<file path="src/rtl/detection_frame_sequencer_pkg.sv">
// Shared constants, result-word layout helpers and FSM state type for the
// detection frame sequencer and its scale channels.
package detection_pkg;

    // Default frame geometry and datapath widths
    localparam int unsigned FRAME_WIDTH_DEF     = 800;
    localparam int unsigned FRAME_HEIGHT_DEF    = 600;
    localparam int unsigned NUM_CH_DEF          = 5;
    localparam int unsigned PIXEL_WIDTH_DEF     = 16;
    localparam int unsigned COORD_WIDTH_DEF     = 12;
    localparam int unsigned FRAME_CNT_WIDTH_DEF = 8;

    // Channel index width; a single channel still gets a one-bit field
    function automatic int unsigned ch_idx_width(input int unsigned num_ch);
        return (num_ch > 1) ? $clog2(num_ch) : 1;
    endfunction

    // Result word layout is {ch_idx, y, x}, x in the low bits
    function automatic int unsigned res_x_lsb(input int unsigned coord_width);
        return 0;
    endfunction

    function automatic int unsigned res_y_lsb(input int unsigned coord_width);
        return coord_width;
    endfunction

    function automatic int unsigned res_ch_lsb(input int unsigned coord_width);
        return 2 * coord_width;
    endfunction

    // Sequencer control states
    typedef enum logic [1:0] {
        WAIT_CH = 2'd0,
        REPORT  = 2'd1,
        ACCEPT  = 2'd2,
        SETTLE  = 2'd3
    } seq_state_t;

endpackage

</file>
<file path="src/rtl/detection_frame_sequencer_coord.sv">
// Raster x/y position counter with end-of-frame pulse and wrapping frame count.
module frame_coord_counter
    import detection_pkg::*;
#(
    parameter int unsigned FRAME_WIDTH     = FRAME_WIDTH_DEF,
    parameter int unsigned FRAME_HEIGHT    = FRAME_HEIGHT_DEF,
    parameter int unsigned COORD_WIDTH     = COORD_WIDTH_DEF,
    parameter int unsigned FRAME_CNT_WIDTH = FRAME_CNT_WIDTH_DEF
)
(
    input  logic                       clk,
    input  logic                       reset,
    input  logic                       advance,
    output logic [COORD_WIDTH-1:0]     x,
    output logic [COORD_WIDTH-1:0]     y,
    output logic                       frame_end,
    output logic [FRAME_CNT_WIDTH-1:0] frame_count
);

    localparam logic [COORD_WIDTH-1:0] X_LAST = COORD_WIDTH'(FRAME_WIDTH - 1);
    localparam logic [COORD_WIDTH-1:0] Y_LAST = COORD_WIDTH'(FRAME_HEIGHT - 1);

    // Step the raster position once per accepted pixel; pulse on the last pixel of a frame
    always_ff @(posedge clk) begin
        if (reset) begin
            x           <= '0;
            y           <= '0;
            frame_end   <= 1'b0;
            frame_count <= '0;
        end else begin
            frame_end <= 1'b0;
            if (advance) begin
                if (x == X_LAST) begin
                    x <= '0;
                    if (y == Y_LAST) begin
                        y           <= '0;
                        frame_end   <= 1'b1;
                        frame_count <= frame_count + 1'b1;
                    end else begin
                        y <= y + 1'b1;
                    end
                end else begin
                    x <= x + 1'b1;
                end
            end
        end
    end

endmodule

</file>
<file path="src/rtl/detection_frame_sequencer.sv">
// Top-level control: gates camera pixels to the scale channels, waits for all
// channels to ask for more, and drains their hits as {ch_idx, y, x} words.
module detection_frame_sequencer
    import detection_pkg::*;
#(
    parameter  int unsigned FRAME_WIDTH     = FRAME_WIDTH_DEF,
    parameter  int unsigned FRAME_HEIGHT    = FRAME_HEIGHT_DEF,
    parameter  int unsigned NUM_CH          = NUM_CH_DEF,
    parameter  int unsigned PIXEL_WIDTH     = PIXEL_WIDTH_DEF,
    parameter  int unsigned COORD_WIDTH     = COORD_WIDTH_DEF,
    parameter  int unsigned FRAME_CNT_WIDTH = FRAME_CNT_WIDTH_DEF,
    localparam int unsigned CH_IDX_WIDTH    = ch_idx_width(NUM_CH)
)
(
    input  logic                                 clk,
    input  logic                                 reset,
    input  logic                                 pixel_valid,
    input  logic [PIXEL_WIDTH-1:0]               pixel,
    output logic                                 o_pixel_ready,
    output logic                                 o_ch_pixel_valid,
    output logic [PIXEL_WIDTH-1:0]               o_ch_pixel,
    output logic [COORD_WIDTH-1:0]               o_ch_x,
    output logic [COORD_WIDTH-1:0]               o_ch_y,
    input  logic [NUM_CH-1:0]                    ch_pixel_request,
    input  logic [NUM_CH-1:0]                    ch_candidate,
    output logic                                 o_result_valid,
    output logic [CH_IDX_WIDTH+2*COORD_WIDTH-1:0] o_result_data,
    input  logic                                 result_ready,
    output logic                                 o_frame_end,
    output logic [FRAME_CNT_WIDTH-1:0]           o_frame_count
);

    localparam int unsigned RES_WIDTH = CH_IDX_WIDTH + 2 * COORD_WIDTH;

    seq_state_t              state;
    seq_state_t              state_next;
    logic                    first;
    logic [NUM_CH-1:0]       pend_mask;
    logic [NUM_CH-1:0]       pend_rest;
    logic                    latch_pend;
    logic                    accept_fire;
    logic                    report_fire;
    logic [CH_IDX_WIDTH-1:0] hit_idx;
    logic [COORD_WIDTH-1:0]  cnt_x;
    logic [COORD_WIDTH-1:0]  cnt_y;

    // Index of the lowest set bit; zero for an empty mask
    function automatic logic [CH_IDX_WIDTH-1:0] lowest_set(input logic [NUM_CH-1:0] mask);
        logic [CH_IDX_WIDTH-1:0] idx;
        idx = '0;
        for (int unsigned i = NUM_CH; i > 0; i--) begin
            if (mask[i-1]) begin
                idx = CH_IDX_WIDTH'(i - 1);
            end
        end
        return idx;
    endfunction

    // Clearing the lowest set bit is the same as dropping the word being reported
    assign hit_idx   = lowest_set(pend_mask);
    assign pend_rest = pend_mask & (pend_mask - 1'b1);

    frame_coord_counter #(
        .FRAME_WIDTH    (FRAME_WIDTH),
        .FRAME_HEIGHT   (FRAME_HEIGHT),
        .COORD_WIDTH    (COORD_WIDTH),
        .FRAME_CNT_WIDTH(FRAME_CNT_WIDTH)
    ) u_coord (
        .clk        (clk),
        .reset      (reset),
        .advance    (accept_fire),
        .x          (cnt_x),
        .y          (cnt_y),
        .frame_end  (o_frame_end),
        .frame_count(o_frame_count)
    );

    // FSM state register
    always_ff @(posedge clk) begin
        if (reset) begin
            state <= WAIT_CH;
        end else begin
            state <= state_next;
        end
    end

    // Next-state decode and handshake outputs
    always_comb begin
        state_next     = state;
        o_pixel_ready  = 1'b0;
        o_result_valid = 1'b0;
        o_result_data  = '0;
        latch_pend     = 1'b0;
        accept_fire    = 1'b0;
        report_fire    = 1'b0;
        case (state)
            WAIT_CH: begin
                if (&ch_pixel_request) begin
                    if (first || (ch_candidate == '0)) begin
                        state_next = ACCEPT;
                    end else begin
                        state_next = REPORT;
                        latch_pend = 1'b1;
                    end
                end
            end
            REPORT: begin
                o_result_valid = 1'b1;
                o_result_data  = RES_WIDTH'({hit_idx, o_ch_y, o_ch_x});
                if (result_ready) begin
                    report_fire = 1'b1;
                    if (pend_rest == '0) begin
                        state_next = ACCEPT;
                    end
                end
            end
            ACCEPT: begin
                o_pixel_ready = 1'b1;
                if (pixel_valid) begin
                    accept_fire = 1'b1;
                    state_next  = SETTLE;
                end
            end
            SETTLE: begin
                state_next = WAIT_CH;
            end
            default: begin
                state_next = WAIT_CH;
            end
        endcase
    end

    // Pending-hit mask, first-pixel flag and the registered channel broadcast
    always_ff @(posedge clk) begin
        if (reset) begin
            first            <= 1'b1;
            pend_mask        <= '0;
            o_ch_pixel_valid <= 1'b0;
            o_ch_pixel       <= '0;
            o_ch_x           <= '0;
            o_ch_y           <= '0;
        end else begin
            o_ch_pixel_valid <= accept_fire;
            if (latch_pend) begin
                pend_mask <= ch_candidate;
            end else if (report_fire) begin
                pend_mask <= pend_rest;
            end
            if (accept_fire) begin
                first      <= 1'b0;
                o_ch_pixel <= pixel;
                o_ch_x     <= cnt_x;
                o_ch_y     <= cnt_y;
            end
        end
    end

endmodule

</file>
<file path="config.mk">
export PLATFORM = sky130hd
export DESIGN_NAME = detection_frame_sequencer
export DESIGN_NICKNAME = d
export VERILOG_FILES = /design/src/rtl/detection_frame_sequencer_pkg.sv /design/src/rtl/detection_frame_sequencer_coord.sv /design/src/rtl/detection_frame_sequencer.sv
export SDC_FILE = /design/constraint.sdc
export NUM_CORES = 1
export LEC_CHECK = 0
export BUFFER_PORTS_ARGS = -buffer_cell sky130_fd_sc_hd__buf_2
export CORE_ASPECT_RATIO = 2
export CORE_MARGIN = 8
export CORE_UTILIZATION = 52
export CTS_CLUSTER_DIAMETER = 80
export CTS_CLUSTER_SIZE = 14
export DETAILED_ROUTE_END_ITERATION = 10
export PLACE_DENSITY = 0.8
export RECOVER_POWER = 100
export SYNTH_ARGS = -nofsm -noshare
export SYNTH_HDL_FRONTEND = slang
export SYNTH_SLANG_ARGS = --single-unit
</file>
<file path="constraint.sdc">
create_clock -name clk -period 2.5 [get_ports clk]
set_input_delay 0.5 -clock clk [delete_from_list [all_inputs] [get_ports clk]]
set_output_delay 0.5 -clock clk [all_outputs]
set_load 0.01 [all_outputs]
</file>
==> results of run 1 <==
==> final cells by class <==
cell class | instances | area, sq um
fill | 676 | 2500
multi-input combinational | 352 | 1960
sequential | 82 | 1640
timing repair buffer | 125 | 562
clock buffer | 11 | 253
tap | 92 | 115
clock inverter | 4 | 51.3
inverter | 6 | 22.5
==> through the flow <==
| step | util | power (mW) | cells | instance area, sq um |
|---|---|---|---|---|
| 2_1_floorplan | - | 1.58 | 471 | 3750 |
| 3_3_place_gp | 0.620 | 1.70 | 657 | 4400 |
| 3_5_place_dp | 0.620 | 1.70 | 657 | 4400 |
| 4_1_cts | 0.663 | 3.01 | 672 | 4710 |
| 5_1_grt | 0.648 | 3.10 | 672 | 4600 |
| 6_report | 0.648 | 2.97 | 672 | 4600 |
==> critical path: stages, from the launching register on <==
cell and delay (ns):
dfxtp_1 0.37, or4_4 0.58, or4_4 0.56, nor4_1 0.34
mux2_2 0.36
==> cell families (layout without fill, tap and decap cells) <==
group,Yosys count,count (layout),share of synthesized area
AOI/OAI and AO/OA,87,87,0.134
xor gates and xnor gates,8,8,0.0187
adders and majority gates,7,7,0.0227
buffers and inverters,37,146,0.0410
DFF,82,82,0.438
muxes,10,10,0.0300
and+or+nand+nor,240,240,0.316
==> per-layer routing <==
layer  routed length (um)  up-vias
li1                     -     1837
met1                 4050     1635
met2                 4600      113
met3                  679        9
met4                  119        0
met5                    0        -
==> registers in the layout, indices dropped and copies added, names as in the netlist <==
name and cells:
state 2, pend_mask 5, o_ch_x 12, o_ch_y 12
u_coord.frame_count 8, first 1, u_coord.x 12, u_coord.frame_end 1
u_coord.y 12, o_ch_pixel_valid 1, o_ch_pixel 16
==> worst paths after layout <==
path	start	end	slack [ns]	cells after the start
hold / removal	pixel[1]	o_ch_pixel[1]	0.40	3
hold reg to reg	o_ch_pixel[14]	o_ch_pixel[14]	0.45	2
setup / recovery	u_coord.x[6]	u_coord.y[10]	0.18	4
setup reg to reg	u_coord.x[6]	u_coord.y[10]	0.18	4
==> where the power goes <==
| group | switching [mW] | internal, mW |
|---|---|---|
| logic | 0.201 | 0.0985 |
| clock network | 0.493 | 0.821 |
| registers | 0.0192 | 1.34 |
| total | 0.713 | 2.26 |
==> synth_stat cells (2+ instances only) <==
library cell,instances,area (sq um)
nor2_1,28,105
dfxtp_1,82,1640
and3_1,6,37.5
buf_6,2,22.5
xor2_1,6,52.6
clkbuf_1,25,93.8
nor2b_1,12,75.1
o21ai_0,9,45.0
ha_1,6,75.1
nand3_1,18,90.1
a21oi_1,59,295
o211ai_1,3,22.5
nand2_1,96,360
o221ai_1,2,17.5
and2_1,26,163
or4_4,2,22.5
or3_1,7,43.8
nor3_1,13,65.1
nand2b_1,2,12.5
nand4_1,11,68.8
inv_1,6,22.5
xnor2_1,2,17.5
mux2_2,10,113
and4_1,3,26.3
a32o_1,3,30.0
nand4b_1,2,17.5
buf_1,4,15.0
nor4_1,8,50.1
==> what timing repair did <==
item                                    in CTS  in global routing
gates resized for setup                      0                  1
hold buffers                                 0                  0
endpoints found under the setup margin       0                  2
==> placed cells by master (no fill, tap or decap), types with 5 or more instances in the layout <==
| cell type | n |
|---|---|
| nand4_1 | 11 |
| mux2_2 | 10 |
| ha_1 | 5 |
| xor2_1 | 6 |
| dfxtp_1 | 82 |
| buf_2 | 35 |
| clkbuf_16 | 9 |
| a21oi_1 | 59 |
| inv_1 | 6 |
| nor3_1 | 13 |
| o21ai_0 | 9 |
| nor2b_1 | 12 |
| or3_1 | 7 |
| and2_1 | 21 |
| nand3_1 | 18 |
| nand2_1 | 96 |
| nor4_1 | 8 |
| and2_0 | 5 |
| nor2_1 | 28 |
| buf_4 | 12 |
| and3_1 | 6 |
| clkbuf_1 | 75 |
==> flow_summary.ini, run 1 <==
[clock_network]
clock-sinks = 82
cts_buffer_depth = 2
tritoncts = done
cts_setup_buffers = 0
htreeDepth = 3
clk_latency_ns = 0.33
clock_tree.root_cell = clkbuf_16
tritoncts.num_buffers = 9
clkSlewWorstSetupHoldPaths_ns = 0.06

[power_and_ir_drop]
static-leakage-power_nw = 1.67
p_per_area_nw_per_um2 = 646
worst_ir_drop_vdd_mv = 0.533

[drt]
post_drt_wl_per_cell_um = 14.0
avgViaCountPerCell = 5.35
route.detailed.drc = 0
ant_nets = 0
drt_iter0_drc = 261
vias = 3594
totalWireLength_um = 9440
drt_pass1_iterations = 4

[critical_path]
path_max_fanout = 8
path_class = register to register
end_kind = register
start_kind = register
crit_arrival_ns = 2.54
required_ns = 2.72

[sta]
fin_ws_ns = 0.179
rsz0062_at_grt = no
min_period_ns = 2.32
finalHoldViolCount = 0
finClkSkew_ns = 0.00541
drv_slew = 0
slew_headroom = 0.344
post-route-period-util = 0.928
hold_slack_ns = 0.402
max_freq_mhz = 431
setup_viol = 0
worst_pin_slew_ns = 0.985
tns_ns = 0

[yosys]
synthCells = 471
synth_area_sq_um = 3750
synth-seq-cells = 82
ys.flop_type = dfxtp_1
synth.distinct_cells = 46
async_reset_ff_frac = 0
synth_edf_count = 0
synth-seq-area-share = 0.438
syn_avg_cell_area_sq_um = 7.96
yosys_warnings = 0
synth_nets = 507

[global_route]
grt_util_all_layers = 0.180
grt_use_met1 = 0.216
grt_pass1_vias = 3385
grt-ovfl-total = 0
antenna_found_initial = 0
grt_max_degree = 35
grt.busiest_layer = met2
grt.met3_usage = 0.0596
use_met2 = 0.290
grt_pass1_wl_um = 15700

[final_layout]
nets = 612
drive_above_1_share = 0.138
area_growth_pct = 22.7
diodes = 0

[die]
fp.dieW_um = 76.1
initial_core_util = 0.528
chipHeight_um = 136
placement_rows = 44
core_sq_um = 7100
io_pins = 109
dieArea_sq_um = 10400

[placed_design]
dp_worst_setup_slack_ns = 0.188
dp_hpwl_um = 6870
numPortBuffers = 108
gp_congestion = 0.902

[worst_hold_path]
hp-class = input pin to register

[flow_run]
cap_viol_max_count = 0

[outcome]
outcome = completed
(Power assumes the default switching activity.)
==> run 2: changes to the inputs <==
--- a/config.mk
+++ b/config.mk
@@ -6,10 +6,10 @@
 export NUM_CORES = 1
 export LEC_CHECK = 0
 export BUFFER_PORTS_ARGS = -buffer_cell sky130_fd_sc_hd__buf_2
-export CORE_ASPECT_RATIO = 2
+export CORE_ASPECT_RATIO = 1.25
 export CORE_MARGIN = 8
 export CORE_UTILIZATION = 52
-export CTS_CLUSTER_DIAMETER = 80
+export CTS_CLUSTER_DIAMETER = 50
 export CTS_CLUSTER_SIZE = 14
 export DETAILED_ROUTE_END_ITERATION = 10
 export PLACE_DENSITY = 0.8
==> run 2 against run 1 <==
Maximum frequency decreased by 2.0%. Clock skew grew 0.0031 ns. Count of clock-buffer cells in the layout increased by 1. Critical path depth unchanged. Worst setup slack worse by 0.047 ns. Non-clock buffer count shrank 6. Register-to-register slack worse by 0.05 ns. Total power shrank 16%. Hold slack worse by 0.017 ns. Critical path type unchanged. Critical endpoint unchanged. Largest power group unchanged. Highest routed layer unchanged.
==> flow_summary.ini, run 2 (synthesis results as in run 1) <==
[outcome]
outcome = completed

[final_layout]
diodes = 0
nets = 606
layout_common_cells = 96 x nand2_1, 82 x dfxtp_1, 76 x clkbuf_1
regMostFlops = o_ch_pixel
drive_above_1_share = 0.125
final_common_cell = nand2_1
fin_cells = 664
area_growth_pct = 18.1
final_cell_area_sq_um = 4430
largest_reg_flops = 16

[clock_network]
clock-sinks = 82
tritoncts = done
tritoncts.num_buffers = 9
cts_resized = 0
cts_setup_buffers = 0
htreeDepth = 3
cts_hold_buffers = 0
clk_latency_ns = 0.35
clkSlewWorstSetupHoldPaths_ns = 0.08
clock_tree.root_cell = clkbuf_8
cts_buffer_depth = 2

[critical_path]
start_kind = register
path_class = register to register
critPathBufInv = 0
cp_cell_sequence = or4_4 > or4_4 > nor4_1 > mux2_2
cpMostUsedCell = or4_4
cpLargestDelayFamily = simple AND/OR/NAND/NOR gates
path_max_fanout = 18
required_ns = 2.75
crit_arrival_ns = 2.61
end_kind = register
slowest_stage = or4_4
max_stage_delay_ns = 0.62

[global_route]
antenna_found_initial = 0
grt_util_all_layers = 0.181
grt_pass1_vias = 3513
grt_pass1_wl_um = 15700
grt_max_degree = 56
grt-ovfl-total = 0

[power_and_ir_drop]
static-leakage-power_nw = 1.59
worst_ir_drop_vdd_mv = 0.412
p_per_area_nw_per_um2 = 562

[sta]
max_freq_mhz = 422
fin_ws_ns = 0.131
post-route-period-util = 0.947
finalHoldViolCount = 0
drv_slew = 0
worst_pin_slew_ns = 0.582
min_period_ns = 2.37
rsz0062_at_grt = no
setup_viol = 0
slew_headroom = 0.612
hold_slack_ns = 0.385
finClkSkew_ns = 0.00852
tns_ns = 0

[placed_design]
numPortBuffers = 108
gp_congestion = 0.891
dp_hpwl_um = 6920
place_area_sq_um = 4370
dp.cells = 649
dp_worst_setup_slack_ns = 0.126

[drt]
totalWireLength_um = 9410
ant_nets = 0
post_drt_wl_per_cell_um = 14.2
avgViaCountPerCell = 5.45
route.detailed.drc = 0
vias = 3619
drt_iter0_drc = 209
drt_pass1_iterations = 5

[die]
chipHeight_um = 111
initial_core_util = 0.538
fp.dieW_um = 92.0
dieArea_sq_um = 10200
io_pins = 109
placement_rows = 34
core_sq_um = 6980

[worst_hold_path]
hp-class = input pin to register

[flow_run]
cap_viol_max_count = 0
==> run 2: worst paths after layout <==
kind / startpoint / to / slack (ns) / cells past startpoint
min: pixel[8] / o_ch_pixel[8] / 0.39 / 3
min reg2reg: o_ch_pixel[8] / o_ch_pixel[8] / 0.45 / 2
max: u_coord.x[6] / u_coord.y[10] / 0.13 / 4
max reg2reg: u_coord.x[6] / u_coord.y[10] / 0.13 / 4
==> run 2: cell type report <==
type                       instances  area [sq um]
inverter                           6          22.5
multi-input combinational        352          1960
clock buffer                      12           155
fill                             670          2540
timing repair buffer             119           529
sequential                        82          1640
clock inverter                     3          15.0
tap                               90           113
==> run 2: power by group <==
part / switching (mW) / total, mW / internal, mW
clock: 0.434 / 0.839 / 0.405
sequential: 0.0188 / 1.36 / 1.34
combinational: 0.197 / 0.296 / 0.0982
==> run 2: tightest hold or removal path: cells and delay by family <==
kind	cells	cell delay (ns)
buf+inv	1	0.09
compound gates	1	0.05
simple gates	1	0.04
==> run 2: per-stage QoR <==
stage / power, mW / utilization
6_report: 2.49 / 0.635
3_5_place_dp: 1.70 / 0.626
5_1_grt: 2.61 / 0.635
2_1_floorplan: 1.58 / -
4_1_cts: 2.53 / 0.650
3_3_place_gp: 1.69 / 0.626
==> run 2: layer usage <==
| layer | part of all wire | GRT usage | routed length, um |
|---|---|---|---|
| met5 | 0 | 0 | 0 |
| met4 | 0.018 | 0.0787 | 167 |
| met3 | 0.087 | 0.0725 | 817 |
| met2 | 0.49 | 0.304 | 4570 |
| met1 | 0.41 | 0.195 | 3850 |
==> run 3: changes to the inputs <==
--- a/config.mk
+++ b/config.mk
@@ -13,7 +13,7 @@
 export CTS_CLUSTER_SIZE = 14
 export DETAILED_ROUTE_END_ITERATION = 10
 export PLACE_DENSITY = 0.8
-export RECOVER_POWER = 100
+export RECOVER_POWER = 25
 export SYNTH_ARGS = -nofsm -noshare
 export SYNTH_HDL_FRONTEND = slang
 export SYNTH_SLANG_ARGS = --single-unit
==> run 3 against run 2 <==
First-iteration DRC count decreased by 7.7%. Register-to-register slack about the same. Clock power about the same. Critical path type unchanged. Largest cell class unchanged. Die area unchanged.
==> flow_summary.ini, run 3 (synthesis results as in run 1) <==
[outcome]
outcome = completed

[global_route]
antenna_found_initial = 0
grt-ovfl-total = 0
grt_util_all_layers = 0.181
grt_max_degree = 56
grt_pass1_vias = 3513
grt_pass1_wl_um = 15700

[drt]
route.detailed.drc = 0
drt_iter0_drc = 193
drt_pass1_iterations = 4
vias = 3611
totalWireLength_um = 9350
ant_nets = 0
post_drt_wl_per_cell_um = 14.1
avgViaCountPerCell = 5.44

[final_layout]
final_common_cell = nand2_1
layout_common_cells = 96 x nand2_1, 82 x dfxtp_1, 69 x buf_2
largest_reg_flops = 16
drive_above_1_share = 0.188
final_core_util = 0.643
area_growth_pct = 19.7
fillerInstances = 648
nets = 606
diodes = 0
regMostFlops = o_ch_pixel

[critical_path]
path_max_fanout = 18
required_ns = 2.74
start_kind = register
path_class = register to register
slowest_stage = or4_4
cpMostUsedCell = or4_4
ff2ff_path_depth = 4
timing.rr.start = u_coord.x[6]
crit_arrival_ns = 2.62
rr_endpoint = u_coord.y[10]
cp_cell_sequence = or4_4 > or4_4 > nor4_1 > mux2_2
end_kind = register
max_stage_delay_ns = 0.62
r2r_slack_ns = 0.13

[worst_hold_path]
hold_end = o_ch_pixel[8]
hp-class = input pin to register
hold_start = pixel[8]
whs_path_depth = 3

[sta]
worst_pin_slew_ns = 0.495
hold_slack_ns = 0.385
finalHoldViolCount = 0
rsz0062_at_grt = no
setup_viol = 0
tns_ns = 0
max_freq_mhz = 421
drv_slew = 0
min_period_ns = 2.37
post-route-period-util = 0.950
finClkSkew_ns = 0.00733
slew_headroom = 0.667

[clock_network]
cts_resized = 0
clk_latency_ns = 0.35
tritoncts.num_buffers = 9
clkSlewWorstSetupHoldPaths_ns = 0.08
cts_buffer_depth = 2
cts_setup_buffers = 0
cts_hold_buffers = 0
clock_tree.root_cell = clkbuf_8
tritoncts = done
clock-sinks = 82
htreeDepth = 3

[power_and_ir_drop]
worst_ir_drop_vdd_mv = 0.412
static-leakage-power_nw = 1.76
total_power_mw = 2.50
p_per_area_nw_per_um2 = 557

[flow_run]
cap_viol_max_count = 0

[die]
io_pins = 109
core_sq_um = 6980
initial_core_util = 0.538
placement_rows = 34
chipHeight_um = 111
dieArea_sq_um = 10200
fp.dieW_um = 92.0

[placed_design]
numPortBuffers = 108
dp_hpwl_um = 6920
gp_congestion = 0.891
==> run 3: changes by cell type in the layout (fill, tap and decap cells not counted) <==
cell and delta:
clkbuf_2 -2, clkbuf_1 -36, buf_2 +33, and2_0 -6
buf_4 +5, and2_1 +6
==> run 3: layer usage <==
metal,track usage,routed length (um),vias up
met2,0.304,4530,124
met4,0.0787,169,0
met1,0.195,3830,1647
met3,0.0725,830,15
li1,-,-,1825
met5,0,0,-
==> run 3: layout make-up <==
cell class,instances,area (sq um),share of cell area
inverter,6,22.5,0.00502
tap,90,113,0.0251
sequential,82,1640,0.366
clock buffer,12,155,0.0346
timing repair buffer,119,587,0.131
clock inverter,3,15.0,0.00334
multi-input combinational,352,1960,0.436
==> run 3: worst max path at each step <==
stage	slack [ns]	startpoint	to	depth (start not counted)
floorplan	0.24	u_coord.x[6]	u_coord.y[10]	5
detailed placement	0.13	u_coord.x[6]	u_coord.y[10]	4
global route	0.006	u_coord.x[6]	u_coord.y[10]	4
CTS	0.12	u_coord.x[6]	u_coord.y[10]	4
global placement	0.16	u_coord.x[6]	u_coord.y[10]	4
finish	0.13	u_coord.x[6]	u_coord.y[10]	4
==> run 3: through the flow <==
step / area, sq um / worst slack (ns) / instances
2_1_floorplan: 3750 / 0.237 / 471
3_3_place_gp: 4370 / 0.164 / 649
3_5_place_dp: 4370 / 0.126 / 649
4_1_cts: 4540 / 0.118 / 664
5_1_grt: 4490 / 0.00636 / 664
6_report: 4490 / 0.126 / 664
==> run 3: power by group <==
part           internal, mW  switching [mW]
clock                 0.405           0.433
combinational         0.106           0.197
sequential             1.34          0.0190
==> run 3: critical path, delay by kind of cell (launching register included) <==
kind / cells / cell delay (ns)
DFF: 1 / 0.38
muxes: 1 / 0.36
and+or+nand+nor: 3 / 1.54
